===== src/rtl/r2_dif_butterfly_stage.sv =====
// Radix-2 DIF butterfly stage: buffers the first half of each frame, then emits (a+b, a-b) pairs.
// Optional define BFLY_SCALE_EN halves both lanes with round-half-up to stop growth across stages.
module r2_dif_butterfly_stage #(
    parameter int IN_W  = 10,
    parameter int OUT_W = IN_W + 1,
    parameter int N     = 32
) (
    input  logic             clk,
    input  logic             i_rst,
    input  logic [IN_W-1:0]  i_data,
    input  logic             in_valid,
    output logic [OUT_W-1:0] o_up,
    output logic [OUT_W-1:0] o_down,
    output logic             out_valid,
    output logic             out_last
);
    localparam int AW   = $clog2(N);
    localparam int HALF = N / 2;

    logic [AW-1:0]          cnt;
    logic signed [IN_W-1:0] mem [HALF];
    logic                   is_pair;
    logic [AW-2:0]          slot;
    logic signed [IN_W-1:0] a;
    logic signed [IN_W-1:0] b;
    logic signed [OUT_W-1:0] up_w;
    logic signed [OUT_W-1:0] dn_w;

    // The MSB of the sample counter is the FILL/PAIR phase; the low bits are the slot.
    assign is_pair = cnt[AW-1];
    assign slot    = cnt[AW-2:0];
    assign a       = mem[slot];
    assign b       = $signed(i_data);

`ifdef BFLY_SCALE_EN
    logic signed [IN_W+1:0] up_full;
    logic signed [IN_W+1:0] dn_full;

    // Extra headroom bit absorbs the rounding +1 before the arithmetic shift.
    always_comb begin
        up_full = (IN_W+2)'(a) + (IN_W+2)'(b) + (IN_W+2)'(1);
        dn_full = (IN_W+2)'(a) - (IN_W+2)'(b) + (IN_W+2)'(1);
        up_w    = OUT_W'($signed(up_full[IN_W+1:1]));
        dn_w    = OUT_W'($signed(dn_full[IN_W+1:1]));
    end
`else
    always_comb begin
        up_w = OUT_W'(a) + OUT_W'(b);
        dn_w = OUT_W'(a) - OUT_W'(b);
    end
`endif

    // NOTE: the delay memory has no reset; its contents are always overwritten by FILL before PAIR reads them.
    always_ff @(posedge clk) begin
        if (in_valid && !is_pair)
            mem[slot] <= b;
    end

    always_ff @(posedge clk) begin
        if (i_rst) begin
            cnt       <= '0;
            o_up      <= '0;
            o_down    <= '0;
            out_valid <= 1'b0;
            out_last  <= 1'b0;
        end else begin
            out_valid <= 1'b0;
            out_last  <= 1'b0;
            if (in_valid) begin
                cnt <= cnt + 1'b1;
                if (is_pair) begin
                    o_up      <= up_w;
                    o_down    <= dn_w;
                    out_valid <= 1'b1;
                    out_last  <= (cnt == AW'(N - 1));
                end
            end
        end
    end
endmodule


===== config.mk =====
export PLATFORM = sky130hd
export DESIGN_NAME = r2_dif_butterfly_stage
export DESIGN_NICKNAME = d
export VERILOG_FILES = /design/src/rtl/r2_dif_butterfly_stage.sv
export SDC_FILE = /design/constraint.sdc
export NUM_CORES = 1
export LEC_CHECK = 0
export ABC_CLOCK_PERIOD_IN_PS = 4250
export CORE_MARGIN = 3
export CORE_UTILIZATION = 45
export CTS_CLUSTER_SIZE = 12
export DETAILED_ROUTE_END_ITERATION = 10
export PLACE_DENSITY = 0.63
export SYNTH_ARGS = -nofsm -noshare
export SYNTH_HDL_FRONTEND = slang
export SYNTH_SLANG_ARGS = --single-unit

===== constraint.sdc =====
create_clock -name clk -period 4.25 [get_ports clk]
set_input_delay 0.85 -clock clk [delete_from_list [all_inputs] [get_ports clk]]
set_output_delay 0.85 -clock clk [all_outputs]
set_load 0.01 [all_outputs]

After elaboration in Yosys (flattened, before gate mapping):

Memory sizes are Yosys's and may differ from the RTL's. A register that Yosys moved wholly into a read port is not among the register bits.
Index checks and enable logic that the tools add are counted.

* memories: 1
* register bits: 29
* bits of input ports: 13
* word-level logic and storage cells: 22
* output and inout port bits: 24
* memory bits (writable): 160

Memory list
* mem: depth 16, width 10, rd ports 1, clocked after memory_dff 1, wr ports 1, RTL line 21 `logic signed [IN_W-1:0] mem [HALF];`

* equal/unequal tests: 1
* add/subtract/negate cells: 3
* mux-type cells: 5
* reduce and logical (&&, ||, !) cells: 5
* bitwise gates (word level): 2

Operators by type and width (count)
* adder 10 x 10 -> 11 bit: 1
* subtractor 10 x 10 -> 11 bit: 1
* two-way mux 4 bit: 2
* adder 5 x 1 -> 5 bit, second input constant: 1
* equality test 5 bit, second input constant: 1
* two-way mux 1 bit: 3
* OR reduction 3 bit: 1
* NOT 1 bit: 2
* AND reduction 2 bit: 1
* OR reduction 2 bit: 1
* logical AND 1 bit: 1
* logical NOT 1 bit: 1

Depth between registers and ports, before layout:

Gate-level depths: netlist of run 1.

* depth in word-level cells: 4
* gate-level depth with buffers: 13
* mapped depth without buffers: 11

Least setup slack after synthesis of run 1:

No wires, ideal clock.

* path kind: flip-flop to flip-flop
* from: register (tool-made name)
* to: register o_up[7]
* period minus slack after synthesis: 3263 ps
* slack: 987 ps
* setup time: 91 ps
* data required time: 4159 ps
* stages on the path, launching flop included: 12
* data arrival time: 3172 ps
* cells stage by stage: dfxtp_1 -> clkbuf_1 -> buf_2 -> mux4_2 -> mux4_2 -> ha_1 -> buf_2 -> inv_1 -> a21oi_2 -> a211oi_1 -> or4_1 -> a311oi_1

RTL lines
* end signal, assigned: RTL line 72 `o_up <= up_w;`
* end, declared: RTL line 12 `output logic [OUT_W-1:0] o_up,`

==> impl_results.html, run 1 <==
<table>
<tr><th>Metric</th><th>Value</th></tr>
<tr><th colspan="2">Clock tree</th></tr>
<tr><td>Number of gates given a new drive strength after cts</td><td>0</td></tr>
<tr><td>Clock buffer count from CTS</td><td>17</td></tr>
<tr><td>Sink count of the clock tree</td><td>192</td></tr>
<tr><td>Clock tree from TritonCTS</td><td>yes</td></tr>
<tr><td>Latest clock arrival within the worst-skew pair</td><td>420 ps</td></tr>
<tr><td>Buffer count from post-CTS setup fixing</td><td>0</td></tr>
<tr><td>CTS Hold Bufs</td><td>0</td></tr>
<tr><td>Buffer cell driving the clock tree root</td><td>sky130_fd_sc_hd__clkbuf_16</td></tr>
<tr><td>H-tree depth reported by CTS</td><td>4</td></tr>
<tr><td>Clock transition at path regs</td><td>70 ps</td></tr>
<tr><td>Number of buffers on the longest clock path</td><td>2</td></tr>
<tr><th colspan="2">Yosys</th></tr>
<tr><td>Area of the mapped netlist</td><td>0.008143 mm^2</td></tr>
<tr><td>Synthesis-stage register bit count</td><td>192</td></tr>
<tr><td>Sequential element share of the synthesized area</td><td>66.87%</td></tr>
<tr><td>Dominant register cell in the synthesized netlist</td><td>sky130_fd_sc_hd__edfxtp_1</td></tr>
<tr><td>Syn Area/Cell</td><td>16.75 um^2</td></tr>
<tr><td>Number of warning messages in the yosys log</td><td>0</td></tr>
<tr><td>Number of enable-type register cells in the synthesized netlist</td><td>160</td></tr>
<tr><td>Number of library cell types mapped by synthesis</td><td>45</td></tr>
<tr><td>Synth async-reset ratio</td><td>0%</td></tr>
<tr><td>Mapped Nets</td><td>526</td></tr>
<tr><td>Synthesized instance count</td><td>486</td></tr>
<tr><th colspan="2">Power</th></tr>
<tr><td>Clk network pwr share</td><td>38.6%</td></tr>
<tr><td>Overall Power</td><td>4126 uW</td></tr>
<tr><td>Switching share of total power</td><td>23.67%</td></tr>
<tr><td>P per Cell Area</td><td>440.8 mW/mm^2</td></tr>
<tr><td>Flop pwr share</td><td>50.2%</td></tr>
<tr><td>Leakage</td><td>0.003072 uW</td></tr>
<tr><td>VDD IR max</td><td>0.0002912 V</td></tr>
<tr><td>Net Switching</td><td>976.7 uW</td></tr>
<tr><td>Cell internal power dissipation</td><td>3150 uW</td></tr>
<tr><td>Combinational group share of total power</td><td>11.2%</td></tr>
<tr><th colspan="2">Routing</th></tr>
<tr><td>Number of vias per cell</td><td>5.526</td></tr>
<tr><td>Number of design-rule violations left by the first detailed-router iteration</td><td>312</td></tr>
<tr><td>Count of antenna-violating nets left after detailed routing</td><td>0</td></tr>
<tr><td>DR DRC count</td><td>0</td></tr>
<tr><td>WL final</td><td>15,860 um</td></tr>
<tr><td>Detail-routed net length per standard cell</td><td>20.81 um</td></tr>
<tr><td>Vias after detailed routing</td><td>4,211</td></tr>
<tr><td>TritonRoute pass-1 iters</td><td>5</td></tr>
<tr><th colspan="2">Layout</th></tr>
<tr><td>Ant diodes</td><td>0</td></tr>
<tr><td>Final cell area excluding filler cells</td><td>0.009360 mm^2</td></tr>
<tr><td>Number of fill cells in the layout</td><td>1,361</td></tr>
<tr><td>Leading cell types in the layout, fill and taps excluded</td><td>sky130_fd_sc_hd__edfxtp_1 (160), sky130_fd_sc_hd__mux4_2 (50), sky130_fd_sc_hd__clkdlybuf4s50_1 (36)</td></tr>
<tr><td>Leading cell type in the layout, fill and taps excluded</td><td>sky130_fd_sc_hd__edfxtp_1</td></tr>
<tr><td>Proportion of layout cells with a drive suffix above 1</td><td>18.06%</td></tr>
<tr><td>Area growth from synthesis to layout</td><td>14.95%</td></tr>
<tr><td>Net total in the final layout</td><td>564</td></tr>
<tr><th colspan="2">Critical path</th></tr>
<tr><td>Worst EP required</td><td>4590 ps</td></tr>
<tr><td>Largest driver fanout on the critical path</td><td>36</td></tr>
<tr><td>Startpoint type of the worst setup path</td><td>register</td></tr>
<tr><td>Data arrival at the endpoint of the critical path</td><td>3860 ps</td></tr>
<tr><td>Kind of capture point of the worst setup path</td><td>register</td></tr>
<tr><td>Crit Path Category</td><td>register to register</td></tr>
<tr><th colspan="2">Global route</th></tr>
<tr><td>Via count of the first global-routing pass</td><td>4,339</td></tr>
<tr><td>Remaining global-route overflow</td><td>0</td></tr>
<tr><td>Global router's overall resource usage</td><td>17.08%</td></tr>
<tr><td>Antenna violations before repair</td><td>0</td></tr>
<tr><td>Global-route layer with the greatest usage</td><td>met2</td></tr>
<tr><td>Wire length of the first global-routing pass</td><td>25,060 um</td></tr>
<tr><td>Met2 track demand over resource</td><td>27.85%</td></tr>
<tr><td>Met3 capacity usage during global routing</td><td>3.278%</td></tr>
<tr><td>Global routing met1 resource utilization</td><td>23.15%</td></tr>
<tr><td>Maximum number of pins on one net before global-route repair</td><td>41</td></tr>
<tr><th colspan="2">Place</th></tr>
<tr><td>Total of buffers placed on input and output ports</td><td>36</td></tr>
<tr><td>DP HPWL</td><td>10,310 um</td></tr>
<tr><td>Worst Setup Slack post-DPL</td><td>724.4 ps</td></tr>
<tr><td>DP Area</td><td>0.008761 mm^2</td></tr>
<tr><td>Final estimated routing congestion in global placement</td><td>0.8382</td></tr>
<tr><th colspan="2">Hold path</th></tr>
<tr><td>Path type of the worst min-delay path</td><td>register to register</td></tr>
<tr><th colspan="2">Run status</th></tr>
<tr><td>Outcome</td><td>finished clean</td></tr>
<tr><th colspan="2">STA</th></tr>
<tr><td>Slew @ Worst Pin</td><td>774.0 ps</td></tr>
<tr><td>Final worst path period share</td><td>82.95%</td></tr>
<tr><td>Total count of hold-check failures in the final report</td><td>0</td></tr>
<tr><td>Clock period minus final worst setup slack</td><td>3525 ps</td></tr>
<tr><td>Unrepaired setup endpoints after global routing</td><td>false</td></tr>
<tr><td>Largest clock skew in the final design</td><td>9.044 ps</td></tr>
<tr><td>Peak Freq</td><td>0.2837 GHz</td></tr>
<tr><td>Setup violators final</td><td>0</td></tr>
<tr><td>Setup WS post-layout</td><td>724.6 ps</td></tr>
<tr><td>Max-slew headroom</td><td>48.40%</td></tr>
<tr><td>Count of pins over their slew limit</td><td>0</td></tr>
<tr><td>Setup TNS Final</td><td>0 ps</td></tr>
<tr><th colspan="2">Floorplanning</th></tr>
<tr><td>X dimension of the die</td><td>140.5 um</td></tr>
<tr><td>Die area</td><td>0.01975 mm^2</td></tr>
<tr><td>Die boundary height</td><td>140.5 um</td></tr>
<tr><td>Number of standard-cell rows in the floorplan</td><td>48</td></tr>
<tr><td>I/O pins</td><td>37</td></tr>
<tr><td>Initial Util</td><td>46.59%</td></tr>
<tr><td>Core Box Area</td><td>0.01748 mm^2</td></tr>
<tr><th colspan="2">Run</th></tr>
<tr><td>Max Cap Viol</td><td>0</td></tr>
</table>
## sequential cells by signal, summed over array words and instances, names as in the netlist, named ones only
| register | cells |
|---|---|
| cnt | 5 |
| out_valid | 1 |
| o_down | 10 |
| out_last | 1 |
| mem | 160 |
| o_up | 11 |
## cell usage after synthesis, drive strengths merged (2+ instances only)
library cell,n,share of area [%]
a211oi,12,1.1
o211ai,3,0.28
mux2i,3,0.37
nand2,20,0.92
buf,14,0.91
xor2,3,0.32
nand3,6,0.37
a31oi,2,0.15
and2,18,1.4
a21oi,19,1.2
nor2b,3,0.23
xnor2,10,1.1
nor3,2,0.12
mux4,50,14
nand3b,3,0.28
edfxtp,160,59
o31ai,2,0.18
clkbuf,12,0.55
a21o,4,0.37
ha,25,3.8
inv,21,0.97
or3,2,0.15
o21bai,2,0.18
nand2b,2,0.15
dfxtp,32,7.9
fa,2,0.49
o21ai,10,0.61
nor2,27,1.2
and3,2,0.15
nor3b,4,0.37
or4,2,0.18
## worst paths after layout
path / start / endpoint / slack [ps] / depth (start not counted)
worst max-delay path: register / o_up[7] / 720 / 9
worst min-delay path: o_down[3] / o_down[3] / 450 / 2
worst max register to register: register / o_up[7] / 720 / 9
worst min register to register: o_down[3] / o_down[3] / 450 / 2
## logic make-up (layout without fill, tap and decap cells)
family          after synthesis  in the layout  share of synthesized area, %
flops                       192            192                         66.87
simple gates                 95             95                         5.931
compound gates               59             59                         4.840
mux                          53             53                         14.20
buf+inv                      47             98                         2.428
fa+ha+maj                    27             27                         4.333
xor+xnor                     13             13                         1.398
## stage by stage
stage | utilization, % | hold slack, ps | std cells
after CTS | 53.56 | 452.8 | 762
after global routing | 53.56 | 499.7 | 762
after floorplan | - | 476.1 | 486
after global placement | 50.13 | 440.5 | 730
final | 53.56 | 451.7 | 762
after detailed placement | 50.13 | 445.1 | 730
## final cells by class
class                   instances  area, um^2  area share (%)
clock buffers                  17       425.4           4.545
clock inverters                15       173.9           1.858
inverters                      21       78.83          0.8421
multi-input cells             247        2500           26.71
flip-flops and latches        192        5448           58.20
well taps                     225       281.5           3.008
repair buffers                 45       452.9           4.839
## power by group through the flow
stage	registers (uW)	logic (uW)	clock network, uW
6_report	2070	461	1590
5_1_grt	2070	508	1710
4_1_cts	2070	465	1620
3_5_place_dp	2110	463	0
3_3_place_gp	2110	461	0
2_1_floorplan	2110	339	0
## layer usage
layer / up-vias / part of all wire, %
met5: - / 0
met4: 0 / 0.96
met3: 11 / 5.8
met2: 125 / 49
met1: 2105 / 44
li1: 1970 / -
## worst max-delay path, cell delays in order (launching register included)
cell and delay (ps):
sky130_fd_sc_hd__dfxtp_2 440, sky130_fd_sc_hd__buf_12 320, sky130_fd_sc_hd__mux4_2 540, sky130_fd_sc_hd__mux4_2 510
sky130_fd_sc_hd__ha_1 440, sky130_fd_sc_hd__inv_1 140, sky130_fd_sc_hd__a21oi_2 230, sky130_fd_sc_hd__a211oi_1 130
sky130_fd_sc_hd__or4_1 420, sky130_fd_sc_hd__a311oi_1 260
(Power assumes the default switching activity.)
==> run 2: changes to the inputs <==
- ABC_CLOCK_PERIOD_IN_PS: 4250 -> 3100
- PLACE_DENSITY: 0.63 -> 0.66
- clock period: 4.25 -> 3.1 ns (I/O delays scaled with it)
==> run 2 against run 1 <==
The flow now finishes with violations (setup timing). Largest power group unchanged. Sequential cell count stayed put. Clock-buffer cell count rose by 1. Utilization is 5.3 points higher. Final cell count rose by 8.9%. Via count is 11% higher. Sequential power increased by 37%. Highest routed layer unchanged. Critical path depth up 1. Power increased by 43%. Global-route usage is 2.0 points higher. Die area did not move. Cell area grew 9.9%.
==> impl_results.html, run 2 (synthesis results as in run 1) <==
<table>
<tr><th>Metric</th><th>Value</th></tr>
<tr><th colspan="2">Run status</th></tr>
<tr><td>Outcome</td><td>complete, but fails checks (was finished clean)</td></tr>
<tr><td>Violations in the final reports</td><td>setup timing</td></tr>
<tr><th colspan="2">Critical path</th></tr>
<tr><td>Data arrival at the endpoint of the critical path</td><td>3520 ps (was 3860 ps)</td></tr>
<tr><td>Cell family contributing the most delay on the critical path</td><td>multiplexers (unchanged)</td></tr>
<tr><td>Sequence of cells on the critical path</td><td>buf_12, buf_4, mux4_2, mux4_2, ha_2, nor2b_2, o311ai_4, a211oi_2, or4_1, a311oi_2 (was buf_12, mux4_2, mux4_2, ha_1, inv_1, a21oi_2, a211oi_1, or4_1, a311oi_1)</td></tr>
<tr><td>Most frequent cell on the critical path</td><td>sky130_fd_sc_hd__mux4_2 (unchanged)</td></tr>
<tr><td>Crit Path Category</td><td>register to register (unchanged)</td></tr>
<tr><td>Startpoint type of the worst setup path</td><td>register (unchanged)</td></tr>
<tr><td>Largest driver fanout on the critical path</td><td>6 (was 36)</td></tr>
<tr><td>Worst-path cell with the longest stage delay</td><td>sky130_fd_sc_hd__mux4_2 (unchanged)</td></tr>
<tr><td>Worst EP required</td><td>3440 ps (was 4590 ps)</td></tr>
<tr><td>Stage delay of the slowest cell on the critical path</td><td>530 ps (was 540 ps)</td></tr>
<tr><td>Buffering stage count on the worst path with inverters included</td><td>2 (unchanged)</td></tr>
<tr><td>Kind of capture point of the worst setup path</td><td>register (unchanged)</td></tr>
<tr><th colspan="2">Routing</th></tr>
<tr><td>Detail-routed net length per standard cell</td><td>22.12 um (was 20.81 um)</td></tr>
<tr><td>Count of antenna-violating nets left after detailed routing</td><td>0 (unchanged)</td></tr>
<tr><td>Wire length on met2</td><td>8985 um (was 7814 um)</td></tr>
<tr><td>Number of design-rule violations left by the first detailed-router iteration</td><td>393 (was 312)</td></tr>
<tr><td>Highest metal layer used by the detailed router</td><td>met4 (unchanged)</td></tr>
<tr><td>DR DRC count</td><td>0 (unchanged)</td></tr>
<tr><td>Met3 WL</td><td>1380 um (was 912 um)</td></tr>
<tr><td>TritonRoute pass-1 iters</td><td>5 (unchanged)</td></tr>
<tr><td>WL final</td><td>18,360 um (was 15,860 um)</td></tr>
<tr><td>Vias after detailed routing</td><td>4,677 (was 4,211)</td></tr>
<tr><td>Met1 Wirelength</td><td>7556 um (was 6980 um)</td></tr>
<tr><td>Number of vias per cell</td><td>5.635 (was 5.526)</td></tr>
<tr><th colspan="2">Floorplanning</th></tr>
<tr><td>Core Box Area</td><td>0.01748 mm^2 (unchanged)</td></tr>
<tr><td>Die area</td><td>0.01975 mm^2 (unchanged)</td></tr>
<tr><td>Die boundary height</td><td>140.5 um (unchanged)</td></tr>
<tr><td>Initial Util</td><td>46.59% (unchanged)</td></tr>
<tr><td>I/O pins</td><td>37 (unchanged)</td></tr>
<tr><td>X dimension of the die</td><td>140.5 um (unchanged)</td></tr>
<tr><td>Number of standard-cell rows in the floorplan</td><td>48 (unchanged)</td></tr>
<tr><th colspan="2">Clock tree</th></tr>
<tr><td>Sink count of the clock tree</td><td>192 (unchanged)</td></tr>
<tr><td>Clock transition at path regs</td><td>70 ps (about the same)</td></tr>
<tr><td>Number of buffers on the longest clock path</td><td>2 (unchanged)</td></tr>
<tr><td>Buffer cell driving the clock tree root</td><td>sky130_fd_sc_hd__clkbuf_16 (unchanged)</td></tr>
<tr><td>Latest clock arrival within the worst-skew pair</td><td>440 ps (was 420 ps)</td></tr>
<tr><td>Clock tree from TritonCTS</td><td>yes (unchanged)</td></tr>
<tr><td>H-tree depth reported by CTS</td><td>4 (unchanged)</td></tr>
<tr><td>Clock buffer count from CTS</td><td>17 (unchanged)</td></tr>
<tr><th colspan="2">Place</th></tr>
<tr><td>Final estimated routing congestion in global placement</td><td>0.8311 (was 0.8382)</td></tr>
<tr><td>Worst Setup Slack post-DPL</td><td>-176.8 ps (was 724.4 ps)</td></tr>
<tr><td>DP HPWL</td><td>11,450 um (was 10,310 um)</td></tr>
<tr><td>DP Area</td><td>0.009198 mm^2 (was 0.008761 mm^2)</td></tr>
<tr><td>Total of buffers placed on input and output ports</td><td>36 (unchanged)</td></tr>
<tr><th colspan="2">STA</th></tr>
<tr><td>Max-slew headroom</td><td>49.93% (was 48.40%)</td></tr>
<tr><td>Final worst path period share</td><td>102.4% (was 82.95%)</td></tr>
<tr><td>Largest clock skew in the final design</td><td>10.68 ps (was 9.044 ps)</td></tr>
<tr><td>Clock period minus final worst setup slack</td><td>3174 ps (was 3525 ps)</td></tr>
<tr><td>Peak Freq</td><td>0.3150 GHz (was 0.2837 GHz)</td></tr>
<tr><td>Slew @ Worst Pin</td><td>748.7 ps (was 774.0 ps)</td></tr>
<tr><td>Setup WS post-layout</td><td>-74.33 ps (was 724.6 ps)</td></tr>
<tr><td>Setup violators final</td><td>2 (was 0)</td></tr>
<tr><td>Count of pins over their slew limit</td><td>0 (unchanged)</td></tr>
<tr><td>Total count of hold-check failures in the final report</td><td>0 (unchanged)</td></tr>
<tr><td>Unrepaired setup endpoints after global routing</td><td>true (was false)</td></tr>
<tr><th colspan="2">Layout</th></tr>
<tr><td>Flip-flop count of the largest register after layout</td><td>160 (unchanged)</td></tr>
<tr><td>Largest Register</td><td>mem (unchanged)</td></tr>
<tr><td>Final cell area excluding filler cells</td><td>0.01029 mm^2 (was 0.009360 mm^2)</td></tr>
<tr><td>Leading cell type in the layout, fill and taps excluded</td><td>sky130_fd_sc_hd__edfxtp_1 (unchanged)</td></tr>
<tr><td>Number of fill cells in the layout</td><td>1,297 (was 1,361)</td></tr>
<tr><td>Ant diodes</td><td>0 (unchanged)</td></tr>
<tr><td>Biggest registers after layout</td><td>mem: 160 flops, o_up: 11 flops, o_down: 10 flops (unchanged)</td></tr>
<tr><td>Proportion of layout cells with a drive suffix above 1</td><td>33.55% (was 18.06%)</td></tr>
<tr><td>Area growth from synthesis to layout</td><td>26.32% (was 14.95%)</td></tr>
<tr><td>Storage cell area</td><td>0.005449 mm^2 (was 0.005448 mm^2)</td></tr>
<tr><td>Leading cell types in the layout, fill and taps excluded</td><td>sky130_fd_sc_hd__edfxtp_1 (160), sky130_fd_sc_hd__buf_4 (59), sky130_fd_sc_hd__mux4_2 (50) (was sky130_fd_sc_hd__edfxtp_1 (160), sky130_fd_sc_hd__mux4_2 (50), sky130_fd_sc_hd__clkdlybuf4s50_1 (36))</td></tr>
<tr><td>Net total in the final layout</td><td>632 (was 564)</td></tr>
<tr><td>Multi-input gate area in the final layout</td><td>0.002796 mm^2 (was 0.002500 mm^2)</td></tr>
<tr><th colspan="2">Global route</th></tr>
<tr><td>Global router's overall resource usage</td><td>19.07% (was 17.08%)</td></tr>
<tr><td>Wire length of the first global-routing pass</td><td>27,710 um (was 25,060 um)</td></tr>
<tr><td>Maximum number of pins on one net before global-route repair</td><td>30 (was 41)</td></tr>
<tr><td>Antenna violations before repair</td><td>0 (unchanged)</td></tr>
<tr><td>Via count of the first global-routing pass</td><td>4,577 (was 4,339)</td></tr>
<tr><td>Remaining global-route overflow</td><td>0 (unchanged)</td></tr>
<tr><th colspan="2">Power</th></tr>
<tr><td>VDD IR max</td><td>0.0004202 V (was 0.0002912 V)</td></tr>
<tr><td>Overall Power</td><td>5911 uW (was 4126 uW)</td></tr>
<tr><td>P per Cell Area</td><td>574.7 mW/mm^2 (was 440.8 mW/mm^2)</td></tr>
<tr><td>Leakage</td><td>0.003463 uW (was 0.003072 uW)</td></tr>
<tr><th colspan="2">Hold path</th></tr>
<tr><td>Path type of the worst min-delay path</td><td>register to register (unchanged)</td></tr>
<tr><th colspan="2">Run</th></tr>
<tr><td>Max Cap Viol</td><td>0 (unchanged)</td></tr>
</table>
==> run 2: cell types whose count changed in the layout (fill, tap and decap cells not counted), sizes merged <==
| cell | previous run | this run |
|---|---|---|
| buf | 9 | 76 |
| bufinv | 2 | 0 |
| clkbuf | 17 | 19 |
| clkinv | 6 | 4 |
| clkinvlp | 1 | 3 |
| inv | 27 | 28 |
==> run 2: cell type report <==
cell class / count / share of cell area [%]
Inverter: 21 / 0.7663
Multi-Input combinational cell: 247 / 27.19
Timing Repair Buffer: 113 / 10.75
Clock buffer: 18 / 4.172
Sequential cell: 192 / 52.97
Tap cell: 225 / 2.737
Clock inverter: 14 / 1.411
==> run 2: worst register-to-register path, cell delays in order, from the launching register on <==
cell and delay, ps:
sky130_fd_sc_hd__dfxtp_4 410, sky130_fd_sc_hd__buf_12 130, sky130_fd_sc_hd__buf_4 110, sky130_fd_sc_hd__mux4_2 480, sky130_fd_sc_hd__mux4_2 530, sky130_fd_sc_hd__ha_2 200, sky130_fd_sc_hd__nor2b_2 170, sky130_fd_sc_hd__o311ai_4 250
sky130_fd_sc_hd__a211oi_2 130, sky130_fd_sc_hd__or4_1 440, sky130_fd_sc_hd__a311oi_2 240
==> run 2: layer usage <==
metal,vias up,track usage [%]
li1,2101,-
met1,2357,27.12
met2,185,29.36
met3,34,4.438
met4,0,6.323
met5,-,0
==> run 2: path summary, 6_finish.rpt <==
kind / from / end / slack, ps / cells after the start
worst max register to register: register / o_up[7] / -70 / 10
worst max-delay path: register / o_up[7] / -70 / 10
worst min register to register: o_down[4] / o_down[4] / 450 / 2
worst min-delay path: o_down[4] / o_down[4] / 450 / 2
==> run 2: repair_timing <==
item / 4_1_cts / 5_1_grt
hold buffers: 0 / 0
pin swaps: 2 / 14
setup endpoints to repair: 8 / 12
gates cloned: 2 / 1
resized for setup: 20 / 45
setup buffers: 7 / 10
==> run 2: power by group <==
part           internal, uW  total (uW)  leakage (uW)  switching, uW
combinational           485         957       0.00149            472
sequential             2820        2840       0.00170           14.6
clock                  1070        2120      0.000274           1040
==> run 2: through the flow <==
| stage | utilization, % | std cells | TNS (ps) | hold slack, ps |
|---|---|---|---|---|
| 3_3_place_gp | 52.63 | 780 | -444.1 | 440.4 |
| 5_1_grt | 58.86 | 830 | -457.1 | 489.9 |
| 6_report | 58.86 | 830 | -147.8 | 453.4 |
| 4_1_cts | 57.13 | 821 | -151.3 | 458.4 |
| 3_5_place_dp | 52.63 | 780 | -633.7 | 450.7 |
| 2_1_floorplan | - | 486 | -15.79 | 476.1 |
